===== config.mk =====
export PLATFORM = sky130hd
export DESIGN_NAME = div_unit_flat
export DESIGN_NICKNAME = d
export VERILOG_FILES = /design/src/rtl/div_pkg.sv /design/src/rtl/div_unit_if.sv /design/src/rtl/div_step.sv /design/src/rtl/div_unit.sv /design/src/flat_wrapper.sv
export SDC_FILE = /design/constraint.sdc
export NUM_CORES = 1
export LEC_CHECK = 0
export ABC_AREA = 1
export BUFFER_PORTS_ARGS = -buffer_cell sky130_fd_sc_hd__buf_2
export CAP_MARGIN = 0
export CORE_AREA = 2 2 155 157
export CTS_BUF_LIST = sky130_fd_sc_hd__clkbuf_8
export CTS_CLUSTER_DIAMETER = 200
export DETAILED_ROUTE_END_ITERATION = 8
export DIE_AREA = 0 0 157 159
export GPL_ROUTABILITY_DRIVEN = 0
export MAX_ROUTING_LAYER = met4
export PLACE_DENSITY_LB_ADDON = 0.05
export SKIP_CTS_REPAIR_TIMING = 1
export SLEW_MARGIN = 0
export SYNTH_ARGS = -nofsm -noshare
export SYNTH_HDL_FRONTEND = slang
export SYNTH_SLANG_ARGS = --single-unit

===== constraint.sdc =====
create_clock -name clk -period 5 [get_ports clk]
set_clock_uncertainty 0.2 [all_clocks]
set_input_delay 0.25 -clock clk [delete_from_list [all_inputs] [get_ports clk]]
set_output_delay 0.25 -clock clk [all_outputs]
set_load 0.05 [all_outputs]

===== src/rtl/div_pkg.sv =====
// -----------------------------------------------------------------------------
// div_pkg
// Shared definitions for the execute-stage integer divider.
//   DIV_WIDTH   : default operand width (MIPS GPR width)
//   DIV_CYCLES  : restoring iterations per divide (one quotient bit per cycle)
//   div_state_t : divider FSM encoding
// -----------------------------------------------------------------------------
package div_pkg;

    localparam int DIV_WIDTH  = 32;
    localparam int DIV_CYCLES = DIV_WIDTH;

    typedef enum logic [1:0] {
        IDLE = 2'd0,
        ON   = 2'd1,
        END  = 2'd2
    } div_state_t;

endpackage


===== src/rtl/div_unit_if.sv =====
// -----------------------------------------------------------------------------
// div_unit_if
// Operand/result bundle between the execute stage and the divider.
//   start      : EX holds DIV/DIVU (held high while the pipeline is stalled)
//   signed_div : 1 = DIV, 0 = DIVU
//   annul      : exception flush, aborts the current operation
//   opdata1    : dividend (rs)
//   opdata2    : divisor (rt)
//   result     : {HI = remainder, LO = quotient}, registered
//   ready      : result valid this cycle
//   stall_div  : stall request to the hazard unit
// master = pipeline side, slave = divider side.
// -----------------------------------------------------------------------------
interface div_unit_if
    import div_pkg::*;
#(
    parameter int WIDTH = DIV_WIDTH
);
    logic               start;
    logic               signed_div;
    logic               annul;
    logic [WIDTH-1:0]   opdata1;
    logic [WIDTH-1:0]   opdata2;
    logic [2*WIDTH-1:0] result;
    logic               ready;
    logic               stall_div;

    modport master (
        output start, signed_div, annul, opdata1, opdata2,
        input  result, ready, stall_div
    );

    modport slave (
        input  start, signed_div, annul, opdata1, opdata2,
        output result, ready, stall_div
    );
endinterface


===== src/rtl/div_step.sv =====
// -----------------------------------------------------------------------------
// div_step
// One combinational restoring-division iteration.
//   rem_in  : WIDTH+1-bit partial remainder before the shift
//   dvd_bit : next dividend bit shifted into the remainder
//   divisor : divisor magnitude
//   rem_out : partial remainder after trial subtraction / restore
//   q_bit   : resulting quotient bit
// -----------------------------------------------------------------------------
module div_step
    import div_pkg::*;
#(
    parameter int WIDTH = DIV_WIDTH
) (
    input  logic [WIDTH:0]   rem_in,
    input  logic             dvd_bit,
    input  logic [WIDTH-1:0] divisor,
    output logic [WIDTH:0]   rem_out,
    output logic             q_bit
);

    logic [WIDTH+1:0] shifted;
    logic [WIDTH:0]   diff;

    always_comb begin
        shifted = {rem_in, dvd_bit};
        // The sign of the trial subtraction is the comparison result; when it
        // is non-negative the difference is below the divisor, so its low
        // WIDTH+1 bits carry the whole value.
        q_bit   = (shifted >= {2'b00, divisor});
        diff    = shifted[WIDTH:0] - {1'b0, divisor};
        rem_out = q_bit ? diff : shifted[WIDTH:0];
    end

endmodule


===== src/rtl/div_unit.sv =====
// -----------------------------------------------------------------------------
// div_unit
// Multi-cycle signed/unsigned divider for the MIPS execute stage. Iterates one
// quotient bit per cycle over magnitudes, then fixes up signs.
//   clk    : pipeline clock, rising edge
//   resetn : asynchronous, active-low reset
//   bus    : div_unit_if.slave (operands, annul, result, ready, stall_div)
// Divide by zero yields result 0 after a single stall cycle.
// -----------------------------------------------------------------------------
module div_unit
    import div_pkg::*;
#(
    parameter int WIDTH = DIV_WIDTH
) (
    input  logic       clk,
    input  logic       resetn,
    div_unit_if.slave  bus
);

    localparam int CNT_W = $clog2(WIDTH + 1);

    div_state_t         state_reg;
    logic [CNT_W-1:0]   cnt_reg;
    logic [WIDTH:0]     rem_reg;
    logic [WIDTH-1:0]   dvd_reg;      // dividend bits shift out, quotient bits shift in
    logic [WIDTH-1:0]   dsr_reg;
    logic               neg_q_reg;
    logic               neg_r_reg;
    logic [2*WIDTH-1:0] result_reg;
    logic               ready_reg;

    logic               op1_neg;
    logic               op2_neg;
    logic [WIDTH-1:0]   op1_mag;
    logic [WIDTH-1:0]   op2_mag;
    logic [WIDTH:0]     step_rem;
    logic               step_q;
    logic [WIDTH-1:0]   final_q;
    logic [WIDTH-1:0]   fix_q;
    logic [WIDTH-1:0]   fix_r;

    div_step #(.WIDTH(WIDTH)) u_step (
        .rem_in  (rem_reg),
        .dvd_bit (dvd_reg[WIDTH-1]),
        .divisor (dsr_reg),
        .rem_out (step_rem),
        .q_bit   (step_q)
    );

    always_comb begin
        op1_neg = bus.signed_div & bus.opdata1[WIDTH-1];
        op2_neg = bus.signed_div & bus.opdata2[WIDTH-1];
        // The most negative value maps onto itself, which read as unsigned is
        // exactly its magnitude, so no extra bit is needed here.
        op1_mag = op1_neg ? (~bus.opdata1 + 1'b1) : bus.opdata1;
        op2_mag = op2_neg ? (~bus.opdata2 + 1'b1) : bus.opdata2;
        // Final iteration results, taken straight from the step so the result
        // is loaded on the same edge as the last quotient bit.
        final_q = {dvd_reg[WIDTH-2:0], step_q};
        fix_q   = neg_q_reg ? (~final_q + 1'b1) : final_q;
        fix_r   = neg_r_reg ? (~step_rem[WIDTH-1:0] + 1'b1) : step_rem[WIDTH-1:0];
    end

    always_ff @(posedge clk or negedge resetn) begin
        if (!resetn) begin
            state_reg  <= IDLE;
            cnt_reg    <= '0;
            rem_reg    <= '0;
            dvd_reg    <= '0;
            dsr_reg    <= '0;
            neg_q_reg  <= 1'b0;
            neg_r_reg  <= 1'b0;
            result_reg <= '0;
            ready_reg  <= 1'b0;
        end else if (bus.annul) begin
            // Flush wins in every state; result is deliberately left alone.
            state_reg <= IDLE;
            ready_reg <= 1'b0;
        end else begin
            case (state_reg)
                IDLE: begin
                    ready_reg <= 1'b0;
                    if (bus.start) begin
                        if (bus.opdata2 == '0) begin
                            result_reg <= '0;
                            ready_reg  <= 1'b1;
                            state_reg  <= END;
                        end else begin
                            rem_reg   <= '0;
                            dvd_reg   <= op1_mag;
                            dsr_reg   <= op2_mag;
                            neg_q_reg <= op1_neg ^ op2_neg;
                            neg_r_reg <= op1_neg;
                            cnt_reg   <= '0;
                            state_reg <= ON;
                        end
                    end
                end
                ON: begin
                    rem_reg <= step_rem;
                    dvd_reg <= final_q;
                    cnt_reg <= cnt_reg + 1'b1;
                    if (cnt_reg == CNT_W'(WIDTH - 1)) begin
                        result_reg <= {fix_r, fix_q};
                        ready_reg  <= 1'b1;
                        state_reg  <= END;
                    end
                end
                END: begin
                    // The pipeline advances this cycle; start is not looked at.
                    ready_reg <= 1'b0;
                    state_reg <= IDLE;
                end
                default: begin
                    ready_reg <= 1'b0;
                    state_reg <= IDLE;
                end
            endcase
        end
    end

    assign bus.result    = result_reg;
    assign bus.ready     = ready_reg;
    assign bus.stall_div = bus.start & ~ready_reg;

endmodule


===== src/flat_wrapper.sv =====
// flat-port wrapper written by rule: the top's interface ports become plain ports
module div_unit_flat import div_pkg::*;
#(
    parameter int WIDTH = DIV_WIDTH
)
  (clk, resetn, bus_start, bus_signed_div, bus_annul, bus_opdata1, bus_opdata2, bus_result, bus_ready, bus_stall_div);
  div_unit_if #(.WIDTH(WIDTH)) bus_i ();
  input  logic clk;
  input  logic resetn;
  input wire logic [$bits(bus_i.start)-1:0] bus_start;
  input wire logic [$bits(bus_i.signed_div)-1:0] bus_signed_div;
  input wire logic [$bits(bus_i.annul)-1:0] bus_annul;
  input wire logic [$bits(bus_i.opdata1)-1:0] bus_opdata1;
  input wire logic [$bits(bus_i.opdata2)-1:0] bus_opdata2;
  output wire logic [$bits(bus_i.result)-1:0] bus_result;
  output wire logic [$bits(bus_i.ready)-1:0] bus_ready;
  output wire logic [$bits(bus_i.stall_div)-1:0] bus_stall_div;
  assign bus_i.start = bus_start;
  assign bus_i.signed_div = bus_signed_div;
  assign bus_i.annul = bus_annul;
  assign bus_i.opdata1 = bus_opdata1;
  assign bus_i.opdata2 = bus_opdata2;
  assign bus_result = bus_i.result;
  assign bus_ready = bus_i.ready;
  assign bus_stall_div = bus_i.stall_div;
  div_unit #(.WIDTH(WIDTH)) u_core (.clk(clk), .resetn(resetn), .bus(bus_i));
endmodule

# Word level (Yosys, flattened, before mapping)
# Index checks and enable logic that the tools add are counted.
[word_totals] output_inout_bits=66 regBits=172 word_cells=70 input_bits=69
[classes] order_cmp=1 n_addsub=6 n_reduce_logical=7 n_eq_ne=8 n_bitwise=11 n_mux=28
[ops] cell="$mux W32" n=6
[ops] cell="$mux W64" n=3
[ops] cell="$add A32 B1 Y32 const B" n=4
[ops] cell="$not A32 Y32" n=4
[ops] cell="$pmux W64 S2" n=1
[ops] cell="$mux W33" n=3
[ops] cell="$pmux W33 S2" n=1
[ops] cell="$pmux W32 S2" n=1
[ops] cell="$ge A34 B32 Y1" n=1
[ops] cell="$sub A33 B32 Y33" n=1
[ops] cell="$logic_not A32 Y1" n=1
[ops] cell="$mux W6" n=2
[ops] cell="$pmux W6 S2" n=1
[ops] cell="$mux W2" n=4
[ops] cell="$reduce_and A4 Y1" n=2
[ops] cell="$add A6 B1 Y6 const B" n=1
[ops] cell="$eq A6 B5 Y1 const B" n=1
[ops] cell="$reduce_and A5 Y1" n=1
[ops] cell="$mux W1" n=4
[ops] cell="$ne A2 B1 Y1 const B" n=2
[ops] cell="$ne A2 B2 Y1 const B" n=2
[ops] cell="$pmux W2 S2" n=1
[ops] cell="$and A1 B1 Y1" n=3
[ops] cell="$ne A3 B2 Y1 const B" n=1
[ops] cell="other kinds (8)" n=10

# Logic depth before layout (Yosys ltp)
[logic_depth] ltp_word=7 mapped_depth=27 ltp_nobuf=27

# Hierarchy
# From an unflattened synthesis, not the netlist that was laid out.
[hier_totals] hier_cells=2273 area_unflattened_um2=13972.2
[by_module_without_submodules] module="div_unit" area_per_inst_um2=10692.8 cells_per_inst=1574 seq_area_each_um2=4304.1 instances=1
[by_module_without_submodules] module="div_step" area_per_inst_um2=3279.4 cells_per_inst=699 seq_area_each_um2=0.0 instances=1

# Least setup slack after synthesis
# No wires, ideal clock.
[synth_path] kind="reg-to-reg" from="register u_core.dvd_reg[31]" to="register u_core.result_reg[26], in the netlist u_core.bus.result[26]" setup_ns=0.134 n_path_buf=0 required_time_ns=4.666 period_less_slack_ns=3.734 slack_ns=1.266 arrival_ns=3.400 stages_incl_launch_ff=26 cell_sequence="dfrtp_1 > inv_1 > ha_1 > inv_1 > fa_1 > nand3_2 > nand3_4 > nand2_4 > nand2_4 > nand2_4 > nand2_8 > inv_2 > ha_1 > inv_1 > nor3_1 > nand3_1 > nor2_1 > nand3_1 > nor2_1 > nand2_1 > nand2_1 > nand2_1 > a21oi_2 > o21a_1 > xor2_1 > o31ai_1"
[synth_via] elab_chain_len=6
[synth_lines] item="start, declared" line_no="div_unit.sv:25" text="logic [WIDTH-1:0] dvd_reg;"
[synth_lines] item="start signal, assigned" line_no="div_unit.sv:90" text="dvd_reg <= op1_mag;"
[synth_lines] item="start signal, assigned" line_no="div_unit.sv:101" text="dvd_reg <= final_q;"
[synth_lines] item="$ge A34 B32 Y1" line_no="div_step.sv:30" text="q_bit = (shifted >= {2'b00, divisor});"
[synth_lines] item="$not A32 Y32" line_no="div_unit.sv:60" text="fix_q = neg_q_reg ? (~final_q + 1'b1) : final_q;"
[synth_lines] item="$add A32 B1 Y32" line_no="div_unit.sv:60"
[synth_lines] item="$mux W32" line_no="div_unit.sv:60"
[synth_lines] item="$mux W64" line_no="div_unit.sv:103" text="if (cnt_reg == CNT_W'(WIDTH - 1)) begin"
[synth_lines] item="$pmux W64 S2" line_no="div_unit.sv:80" text="case (state_reg)"
[synth_lines] item="end signal, assigned" line_no="div_unit.sv:104" text="result_reg <= {fix_r, fix_q};"
[synth_lines] item="end, declared" line_no="div_unit.sv:29" text="logic [2*WIDTH-1:0] result_reg;"
# No other way between the ends. The select of a mux whose other input is x is not followed.
# A chain may end at the register's enable or synchronous reset.

# Final worst setup path
# Same ends and word-level chain as after synthesis.

==> results.md <==
* Status: finished with violations
* Failing checks: hold timing
* GR Util All Layers at between 30% and 40%
* Post-DP HPWL at 31500 µm
* Die area at approximately 25000 µm²
* Register area share after synthesis at 32.8%
* Global route overflow at 0
* Routed len/inst at 16.4 µm
* Layout cells sized above 1 at 11.5%
* Nets@finish at 2267
* CP delay by family, top: simple AND/OR/NAND/NOR gates
* Max rail drop VDD at 0.508 mV
* CTS buffer count at 17
* CP Launch Type: register
* Final core utilization at between 60% and 70%
* IO Port Bufs at 134
* Final setup viols at 0
* MaxCap Viol Count at 0
* CTS root buffer: clkbuf_8
* Worst Path Required at 5.13 ns
* Cell taking the most area after synthesis: dfrtp_1
* Most Crowded Layer GR: met1
* Largest register FFs at 64
* First-pass GRT wire length at roughly 65000 µm
* Row count at 56
* Maximum clock frequency at 222 MHz
* Routed Antenna Nets at 0
* Synth async-reset ratio at 100%
* CP peak stage delay at 0.45 ns
* Slew headroom at 26.1%
* Area contributors post-synth: dfrtp_1 33%, nand2_1 19%, inv_1 8.1%
* Synth Cell Area at 13100 µm²
* Worst setup EP type: register
* Cell count after synthesis at slightly above 2000
* Hold WS at -0.0461 ns
* Met2 Use GR at 48.2%
* Yosys warning total at 0
* Setup TNS at 0 ns
* Residual DRC at 0
* Initial antenna violation count at 1
* Crit path time final at 4.51 ns
* CTS Buffer Depth at 2
* RSZ-0062 raised after global routing: no
* Critical Path Slowest Stage Cell: fa_1
* Largest net degree at the start of global routing at 89
* Synthesis-stage register bit count at 172
* Buffers plus inverters on the worst setup path at 4
* Final Hold Viols at 10
* # IOs at 135
* Final Max Tran Viols at 0
* Slew @ Worst Pin at around 1.1 ns
* Clock sink count at around 170
* Pwr Total at 11200 µW
* M1 GR Usage at 49.3%
* Critical path type: register to register
* Worst-path fanout max at 22
* Inserted Diodes at 0
* Period utilization at roughly nine tenths
* Routed WL at between 40000 and 50000 µm
* Clk pin slew, worst setup/hold paths at 0.11 ns
* Total leakage power at 0.00785 µW
* CP arrival at 4.64 ns
* Initial Utilization at 56.6%
* Core area at 23200 µm²
* Synth top area share at 32.8%
* Synth unique cells at 47
* Vias in the first global route at 12400
* Power Dens Cells at approximately 760 nW/µm²
* Die extent in y at ~160 µm
* Vias per cell at 5.51
* DR iter-0 viols at 1252
* Inst Count DP at 2438
* Area growth, synth to finish at 11.6%
* Routed vias at roughly 14000
* CTS tree: built
* Fin cells at 2492
* 1st-pass router iterations at 5
* CTS H-tree depth at 4
* GRT met3 Usage at roughly 4.1%
* Number of synthesized flops with an enable pin at 0
* Fill cells at 2258
* Die X at 157 µm
* Worst skew pair latency at 0.48 ns
* Worst hold path class: primary input to register
* Post-synth net total at between 2000 and 2500
* Most used DFF post-synth: dfrtp_1
* Mapped Avg Cell Area at ~6.5 µm²
## final timing paths
kind,depth (start not counted),from,end,slack (ns)
worst max-delay path,25,u_core.dvd_reg[31],u_core.bus.result[26],0.49
worst min-delay path,3,bus_opdata2[21],u_core.dsr_reg[21],-0.05
worst max register to register,25,u_core.dvd_reg[31],u_core.bus.result[26],0.49
worst min register to register,2,u_core.bus.result[54],u_core.bus.result[54],0.28
max in group asynchronous,3,resetn,u_core.dvd_reg[22],3.48
min in group asynchronous,2,resetn,u_core.rem_reg[31],0.19
## cells in the final DEF (no fill, tap or decap), types with 21 or more instances in the layout
cell type      Yosys  layout
nand2_1          666     666
inv_1            282     282
dfrtp_1          172     172
nor2_1           168     167
o21ai_0          166     166
nand3_1          139     139
buf_2              6     133
a21oi_1           58      58
xor2_1            54      54
nor3_1            38      38
ha_1              37      37
nand4_1           23      23
dlygate4sd3_1      0      22
nand2_2           21      21
## where the power goes
part           leakage [µW]  switching, µW  internal, µW
sequential          0.00223            395          1870
clock              0.000203            587           443
combinational       0.00541           5750          2120
total               0.00785           6730          4440
## synth_stat cells (7+ instances only)
master,instances
nand4_1,23
o22ai_1,19
xnor2_1,11
inv_2,8
nor2_2,9
o31ai_1,12
o21ai_1,11
nor4_1,9
nor2_1,168
ha_1,37
nand3_1,139
o21ai_0,166
clkbuf_1,44
inv_1,282
dfrtp_1,172
nand2_1,666
o211ai_1,9
a21oi_1,58
nor3_1,38
xor2_1,54
buf_1,7
nand2_2,21
nor2_4,7
## through the flow
stage	hold slack, ns	instance area (µm²)	worst slack, ns
after CTS	-0.345	14400	0.557
after global routing	-0.00647	14700	0.0688
final	-0.0461	14700	0.487
after global placement	0.170	14000	0.717
after detailed placement	0.172	14000	0.615
after floorplan	-0.246	13100	1.27
## cell type report
type	count	area, µm²	area share [%]
flip-flops and latches	172	4300	29.4
clock buffers	19	262	1.78
inverters	292	1100	7.48
clock inverters	13	148	1.01
repair buffers	168	1000	6.82
well taps	319	399	2.72
multi-input cells	1509	7450	50.8
## worst reg2reg max path: cells and delay by family (launching register included)
kind | cells | cell delay (ns)
compound gates | 3 | 0.39
xor+xnor | 1 | 0.15
fa+ha+maj | 3 | 0.80
buf+inv | 4 | 0.38
flops | 1 | 0.42
simple gates | 14 | 2.00
## layer usage
metal | up-vias | wire length [µm]
met2 | 594 | 17300
met3 | 101 | 3080
met5 | - | 0
met1 | 6306 | 18400
li1 | 6724 | -
met4 | 0 | 1980
## kinds of logic after synthesis
family                   share of synthesized area (%)
flip-flops                                        32.8
adder cells (fa/ha/maj)                           3.68
AO/OA/AOI/OAI                                     12.5
AND/OR/NAND/NOR                                   36.2
XOR/XNOR                                          4.33
buffers and inverters                             10.5
(Power assumes the default switching activity.)
